<file path="config.mk">
export PLATFORM = sky130hd
export DESIGN_NAME = fdct_row_butterfly
export DESIGN_NICKNAME = d
export VERILOG_FILES = /design/src/rtl/fdct_row_butterfly.sv
export SDC_FILE = /design/constraint.sdc
export NUM_CORES = 1
export LEC_CHECK = 0
export CORE_UTILIZATION = 45
export DETAILED_ROUTE_END_ITERATION = 8
export PLACE_DENSITY = 0.66
export SYNTH_ARGS = -nofsm -noshare
export SYNTH_HDL_FRONTEND = slang
export SYNTH_SLANG_ARGS = --single-unit
</file>
<file path="constraint.sdc">
create_clock -name clk -period 5.4 [get_ports clk]
set_input_delay 0.81 -clock clk [delete_from_list [all_inputs] [get_ports clk]]
set_output_delay 0.81 -clock clk [all_outputs]
set_load 0.01 [all_outputs]
</file>
<file path="src/rtl/fdct_row_butterfly.sv">
`default_nettype none
// ============================================================================
//  Module   : fdct_row_butterfly
//  Purpose  : First (butterfly) stage of a row-wise 8-point forward DCT.
//             Eight spatial samples x0..x7 are collected one per accepted
//             handshake. On the edge that accepts x7, the sums and
//             differences of mirrored sample pairs are registered onto
//             u0..u7. The result is then held until downstream takes it.
//  Revision : 1.0 - initial release
// ----------------------------------------------------------------------------
//  Parameters
//    BLOCK_ROWS    - rows per block; the row counter wraps after BLOCK_ROWS-1
//  Ports
//    clk           - sole clock, rising edge
//    rst           - synchronous, active-high reset
//    in_valid      - a sample is presented on in_data
//    in_ready      - block accepts a sample this cycle (high while collecting)
//    in_data[31:0] - one spatial sample, presented in row order x0..x7
//    out_valid     - u0..u7 hold a completed row (high while holding)
//    out_ready     - downstream consumes the held row this cycle
//    u0..u7[31:0]  - butterfly results, wrapping 32-bit two's complement
//    out_row[2:0]  - index of the held row within its block
//    out_block_end - held row is the last row of the block
//  Build option
//    FDCT_LEVEL_SHIFT_EN - when defined, each sample is taken as the unsigned
//                          byte in_data[7:0] minus 128, and in_data[31:8] is
//                          ignored. When undefined, in_data is used unchanged.
// ============================================================================
module fdct_row_butterfly #(
   parameter int BLOCK_ROWS = 8
) (
   input  logic        clk,
   input  logic        rst,
   input  logic        in_valid,
   output logic        in_ready,
   input  logic [31:0] in_data,
   output logic        out_valid,
   input  logic        out_ready,
   output logic [31:0] u0,
   output logic [31:0] u1,
   output logic [31:0] u2,
   output logic [31:0] u3,
   output logic [31:0] u4,
   output logic [31:0] u5,
   output logic [31:0] u6,
   output logic [31:0] u7,
   output logic [2:0]  out_row,
   output logic        out_block_end
);

   typedef enum logic [0:0] {
      S_COLLECT = 1'b0,
      S_HOLD    = 1'b1
   } state_t;

   localparam logic [2:0] c_LAST_ROW  = 3'(BLOCK_ROWS - 1);
   localparam logic [2:0] c_LAST_SLOT = 3'd7;

   state_t      r_state;
   logic [2:0]  r_cnt;
   logic [2:0]  r_row;
   // x0..x6 are stored. x7 is never stored because it feeds the butterfly
   // directly on the edge that accepts it.
   logic [31:0] r_x [0:6];

   logic [31:0] w_sample;
   logic        w_accept;
   logic [31:0] w_x   [0:7];
   logic [31:0] w_sum [0:3];
   logic [31:0] w_diff[0:3];

   // ------------------------------------------------------------------------
   // Sample conditioning
   // ------------------------------------------------------------------------
`ifdef FDCT_LEVEL_SHIFT_EN
   // Taking the zero-extended byte minus 128 modulo 2^32 gives the
   // sign-extended value in the range -128..127.
   assign w_sample = {24'd0, in_data[7:0]} - 32'd128;

   // Upper bits are deliberately discarded in this build.
   logic w_unused_hi;
   assign w_unused_hi = ^in_data[31:8];
`else
   assign w_sample = in_data;
`endif

   // in_ready is high exactly in COLLECT, so this is the collect-state accept.
   assign w_accept = in_valid & in_ready;

   // ------------------------------------------------------------------------
   // Butterfly operands: stored x0..x6 plus the sample being accepted as x7
   // ------------------------------------------------------------------------
   always_comb begin
      for (int i = 0; i < 7; i++) begin
         w_x[i] = r_x[i];
      end
      w_x[7] = w_sample;
   end

   // Mirrored-pair sums and differences. Arithmetic wraps modulo 2^32.
   for (genvar k = 0; k < 4; k++) begin : g_bfly
      assign w_sum[k]  = w_x[k] + w_x[7-k];
      assign w_diff[k] = w_x[k] - w_x[7-k];
   end

   // ------------------------------------------------------------------------
   // Sample storage. These slots need no reset: a fresh row always
   // overwrites x0..x6 before they are used.
   // ------------------------------------------------------------------------
   always_ff @(posedge clk) begin
      for (int i = 0; i < 7; i++) begin
         if (w_accept && (r_cnt == 3'(i))) begin
            r_x[i] <= w_sample;
         end
      end
   end

   // ------------------------------------------------------------------------
   // Control FSM with registered handshake and result outputs
   // ------------------------------------------------------------------------
   always_ff @(posedge clk) begin
      if (rst) begin
         r_state       <= S_COLLECT;
         r_cnt         <= 3'd0;
         r_row         <= 3'd0;
         in_ready      <= 1'b1;
         out_valid     <= 1'b0;
         u0            <= 32'd0;
         u1            <= 32'd0;
         u2            <= 32'd0;
         u3            <= 32'd0;
         u4            <= 32'd0;
         u5            <= 32'd0;
         u6            <= 32'd0;
         u7            <= 32'd0;
         out_row       <= 3'd0;
         out_block_end <= 1'b0;
      end else begin
         case (r_state)
            S_COLLECT: begin
               // out_ready has no effect while collecting.
               if (in_valid) begin
                  // Wraps from 7 back to 0 on the last sample of the row.
                  r_cnt <= r_cnt + 3'd1;
                  if (r_cnt == c_LAST_SLOT) begin
                     r_state       <= S_HOLD;
                     in_ready      <= 1'b0;
                     out_valid     <= 1'b1;
                     u0            <= w_sum[0];
                     u1            <= w_sum[1];
                     u2            <= w_sum[2];
                     u3            <= w_sum[3];
                     u4            <= w_diff[3];
                     u5            <= w_diff[2];
                     u6            <= w_diff[1];
                     u7            <= w_diff[0];
                     out_row       <= r_row;
                     out_block_end <= (r_row == c_LAST_ROW);
                  end
               end
            end

            S_HOLD: begin
               // Results stay frozen and in_valid is ignored until consumed.
               if (out_ready) begin
                  r_state   <= S_COLLECT;
                  in_ready  <= 1'b1;
                  out_valid <= 1'b0;
                  r_row     <= (r_row == c_LAST_ROW) ? 3'd0 : (r_row + 3'd1);
               end
            end

            default: begin
               r_state   <= S_COLLECT;
               in_ready  <= 1'b1;
               out_valid <= 1'b0;
            end
         endcase
      end
   end

endmodule
`default_nettype wire

</file>
==> run summary <==
POWER AND IR DROP
--------------------------------------------------------------------------------------------
Internal power                                                                       6.71 mW
Net switching fraction of the power                                                    25.7%
Net switching component of the power                                                 2.32 mW
Share of total power in sequential cells                                               44.0%
Power Dens Cells                                                                  263 mW/mm2
Largest voltage drop on the vdd net                                                   232 uV
Share of total power in the clock network                                              44.0%
Combinational share of power                                                           12.0%
Standby leakage power                                                                13.0 nW

WORST SETUP PATH
--------------------------------------------------------------------------------------------
Sort of element at the start of the critical path                                  input pin
CP peak stage delay                                                                  0.60 ns
Largest driver fanout on the critical path                                                 9
Cell with the largest stage delay on the worst path                             sky130_fd_sc_hd__clkdlybuf4s50_1
Critical Path RT                                                                     5.89 ns
Worst path arrival time                                                              4.85 ns
Kind of capture point of the worst setup path                                      flip-flop
Crit path kind                                                                  input pin to flip-flop
Series of cell instances along the critical path                                clkdlybuf4s50_1, ha_1, fa_1, nand2b_1, a21o_1, a211oi_1, o21ai_1, o31ai_1, a311oi_1, o41ai_1, a31oi_1, nand4b_1, nand3_1

ROUTE
--------------------------------------------------------------------------------------------
Post-detailed-route wirelength per cell                                              19.6 um
Via count                                                                              24043
Number of design-rule violations left by the first detailed-router iteration            1910
Residual DRC                                                                               0
TritonRoute pass-1 iters                                                                   5
Via/cell ratio                                                                          5.53
Sum of routed wire length over all layers                                            85.1 mm
Final antenna-violating net count                                                          0

SYNTH
--------------------------------------------------------------------------------------------
Net count of the mapped netlist                                                         3547
Number of cells produced by synthesis                                                   3247
Commonest cells post-synth                                                      sky130_fd_sc_hd__a21oi_1 (354), sky130_fd_sc_hd__nor2_1 (319), sky130_fd_sc_hd__nand2_1 (300)
Synth Area in Compound Gates                                                           19.8%
Number of flops mapped to enable cells by yosys                                          224
Yosys reg bits                                                                           489
Top cells by area in the synthesized netlist                                    sky130_fd_sc_hd__edfxtp_1 (23%), sky130_fd_sc_hd__dfxtp_1 (18%), sky130_fd_sc_hd__ha_1 (11%), sky130_fd_sc_hd__a21oi_1 (6.2%), sky130_fd_sc_hd__xnor2_1 (5.2%)
Largest family of logic cells by synthesized area                               compound AO/OA/AOI/OAI gates
Synth area leader                                                               sky130_fd_sc_hd__edfxtp_1
Synth Area in Adders                                                                   11.7%
Basic-gate share of the synthesized area counting and, or, nand and nor cells          14.7%
Most frequent cell after synthesis                                              sky130_fd_sc_hd__a21oi_1
Most used DFF post-synth                                                        sky130_fd_sc_hd__dfxtp_1
Post-synthesis xor/xnor area fraction                                                  6.02%
Proportion of register bits with asynchronous set or reset after synthesis                0%
Area share of the largest cell type after synthesis                                    23.4%
Share of synthesized area occupied by flip-flops and latches                           41.8%
Multiplexer area fraction after synthesis                                             0.278%
Synthesized cell area                                                             0.0288 mm2
Cell variety after synth                                                                  80
Yosys warning total                                                                        0
Syn avg cell area                                                                   8.87 um2

TIMING
--------------------------------------------------------------------------------------------
Max_slew headroom                                                                      30.6%
Maximum frequency from static timing analysis                                        230 MHz
Final Hold Viols                                                                           0
Setup tns final                                                                         0 ns
Share of the cycle needed by the critical path after routing                           80.7%
Minimum clock period                                                                 4.36 ns
Least-Margin Pin Slew                                                                1.04 ns
Maximum clock skew at final layout                                                 0.0233 ns
Final max-slew violation count                                                             0
Setup repair after global routing missed its margin                                    false
Finish-stage setup viols                                                                   0

CLOCK NETWORK
--------------------------------------------------------------------------------------------
Hold-fix buffers, CTS                                                                      0
Number of buffers inserted during clock tree synthesis                                    54
Buffer type at the clock tree root                                              sky130_fd_sc_hd__clkbuf_16
Post_cts resized                                                                           0
H-tree Lvls                                                                                2
CTS tree                                                                               built
Max clock buf depth                                                                        3
Clock latency on the worst-skew pair                                                 0.62 ns
Clk sink count                                                                           489
Reg clk slew, reported paths                                                         0.06 ns
Post CTS Setup Buffer Count                                                                0

FINAL LAYOUT
--------------------------------------------------------------------------------------------
Layout Nets                                                                             3751
Final cell count without fillers                                                        4344
Synthesis-to-finish area growth                                                        19.4%
Fraction of final layout cells with drive strength greater than 1                      4.49%

GLOBAL ROUTE
--------------------------------------------------------------------------------------------
Largest net degree at the start of global routing                                        173
Antenna violations before repair                                                           2
Grt total ovfl                                                                             0
Wire length of the first global-routing pass                                          129 mm
Via count of the first global-routing pass                                             22633
Total GRT Usage                                                                        25.6%

FLOORPLAN
--------------------------------------------------------------------------------------------
Std cell rows                                                                             92
Starting density of the core                                                           45.6%
Die width                                                                             255 um
Number of primary I/O pins                                                               298
Total core area                                                                   0.0632 mm2
Overall die height                                                                    255 um
Die ar.                                                                           0.0650 mm2

PLACED DESIGN
--------------------------------------------------------------------------------------------
Port Buffers                                                                             297
Routability congestion estimate                                                        0.964
Detailed-placement wirelength estimate                                               63.3 mm
Total placed cells including tap cells                                                  4241

MIN PATH
--------------------------------------------------------------------------------------------
Worst min-delay path class                                                      flip-flop to flip-flop

STATUS
--------------------------------------------------------------------------------------------
Status                                                                          finished, final reports clean

FLOW RUN
--------------------------------------------------------------------------------------------
Total of max-cap violations                                                                0

[final timing paths]
kind                       startpoint                  end  slack (ns)  cells after the start
setup reg to reg  r_x[4][0]$_DFFE_PP_  u3[28]$_SDFFE_PP0P_        1.28                     12
setup / recovery           in_data[0]  u7[30]$_SDFFE_PP0P_        1.04                     13
hold / removal     u4[6]$_SDFFE_PP0P_   u4[6]$_SDFFE_PP0P_        0.45                      2
hold reg to reg    u4[6]$_SDFFE_PP0P_   u4[6]$_SDFFE_PP0P_        0.45                      2
[logic make-up after synthesis]
logic type	after synthesis
AOI/OAI and AO/OA	920
xor gates and xnor gates	198
adders and majority gates	264
buffers and inverters	431
DFF	489
muxes	8
and+or+nand+nor	937
[power by group through the flow]
stage,Combinational (mW),Sequential (mW),Clock (mW)
after floorplan,0.725,4.05,0
after global placement,1.07,4.05,0
after detailed placement,1.07,4.05,0
after CTS,1.08,3.97,4.03
after global routing,1.18,3.98,4.15
final,1.08,3.97,3.97
[critical path, delay by kind of cell]
| kind | cells | cell delay [ns] |
|---|---|---|
| buffers and inverters | 1 | 0.60 |
| adders and majority gates | 2 | 0.74 |
| and+or+nand+nor | 3 | 0.41 |
| AOI/OAI and AO/OA | 7 | 2.30 |
[metrics by stage]
stage                     cell area (um2)  util, %  hold slack [ns]  total power, mW  setup WS (ns)
after global routing                34400     54.4            0.467             9.32          0.820
after CTS                           34400     54.4            0.451             9.08           1.05
final                               34400     54.4            0.449             9.03           1.04
after detailed placement            32400     51.3            0.444             5.12          0.370
after global placement              32400     51.3            0.435             5.12          0.523
after floorplan                     28800        -            0.449             4.77           1.87
[registers in the layout, indices dropped and copies added (netlist names), 31 cells and up]
register  count
u1           31
u6           32
u5           32
u7           32
r_x         224
u3           32
u0           31
u2           31
u4           31
[placed cells by master, fill, tap and decap left out, drive strengths merged, types with 32 or more instances in the layout]
cell	netlist	layout
nand2b	43	43
nor2	319	319
xnor2	172	172
edfxtp	224	224
o21ai	181	181
clkdlybuf4s50	0	296
a21oi	355	355
a21o	32	32
dfxtp	265	265
ha	256	256
nand2	300	300
nand3	54	54
inv	247	250
o21bai	54	54
nor3	59	59
buf	20	35
a211oi	90	90
clkbuf	163	70
nor2b	37	37
[metal layers]
layer  track usage [%]  share of wire (%)
met5                 0              0.015
met4              7.66                2.7
met1              36.4                 47
met2              40.3                 44
met3              3.33                5.8
[final cells by class]
| cell class | instances | area (um2) |
|---|---|---|
| tap | 846 | 1060 |
| antenna | 1 | 2.50 |
| fill | 5844 | 28800 |
| clock inverter | 32 | 384 |
| inverter | 248 | 931 |
| timing repair buffer | 331 | 3240 |
| clock buffer | 70 | 1560 |
| sequential | 489 | 12000 |
| multi-input combinational | 2327 | 15200 |
Power figures use the tool's default switching activity.
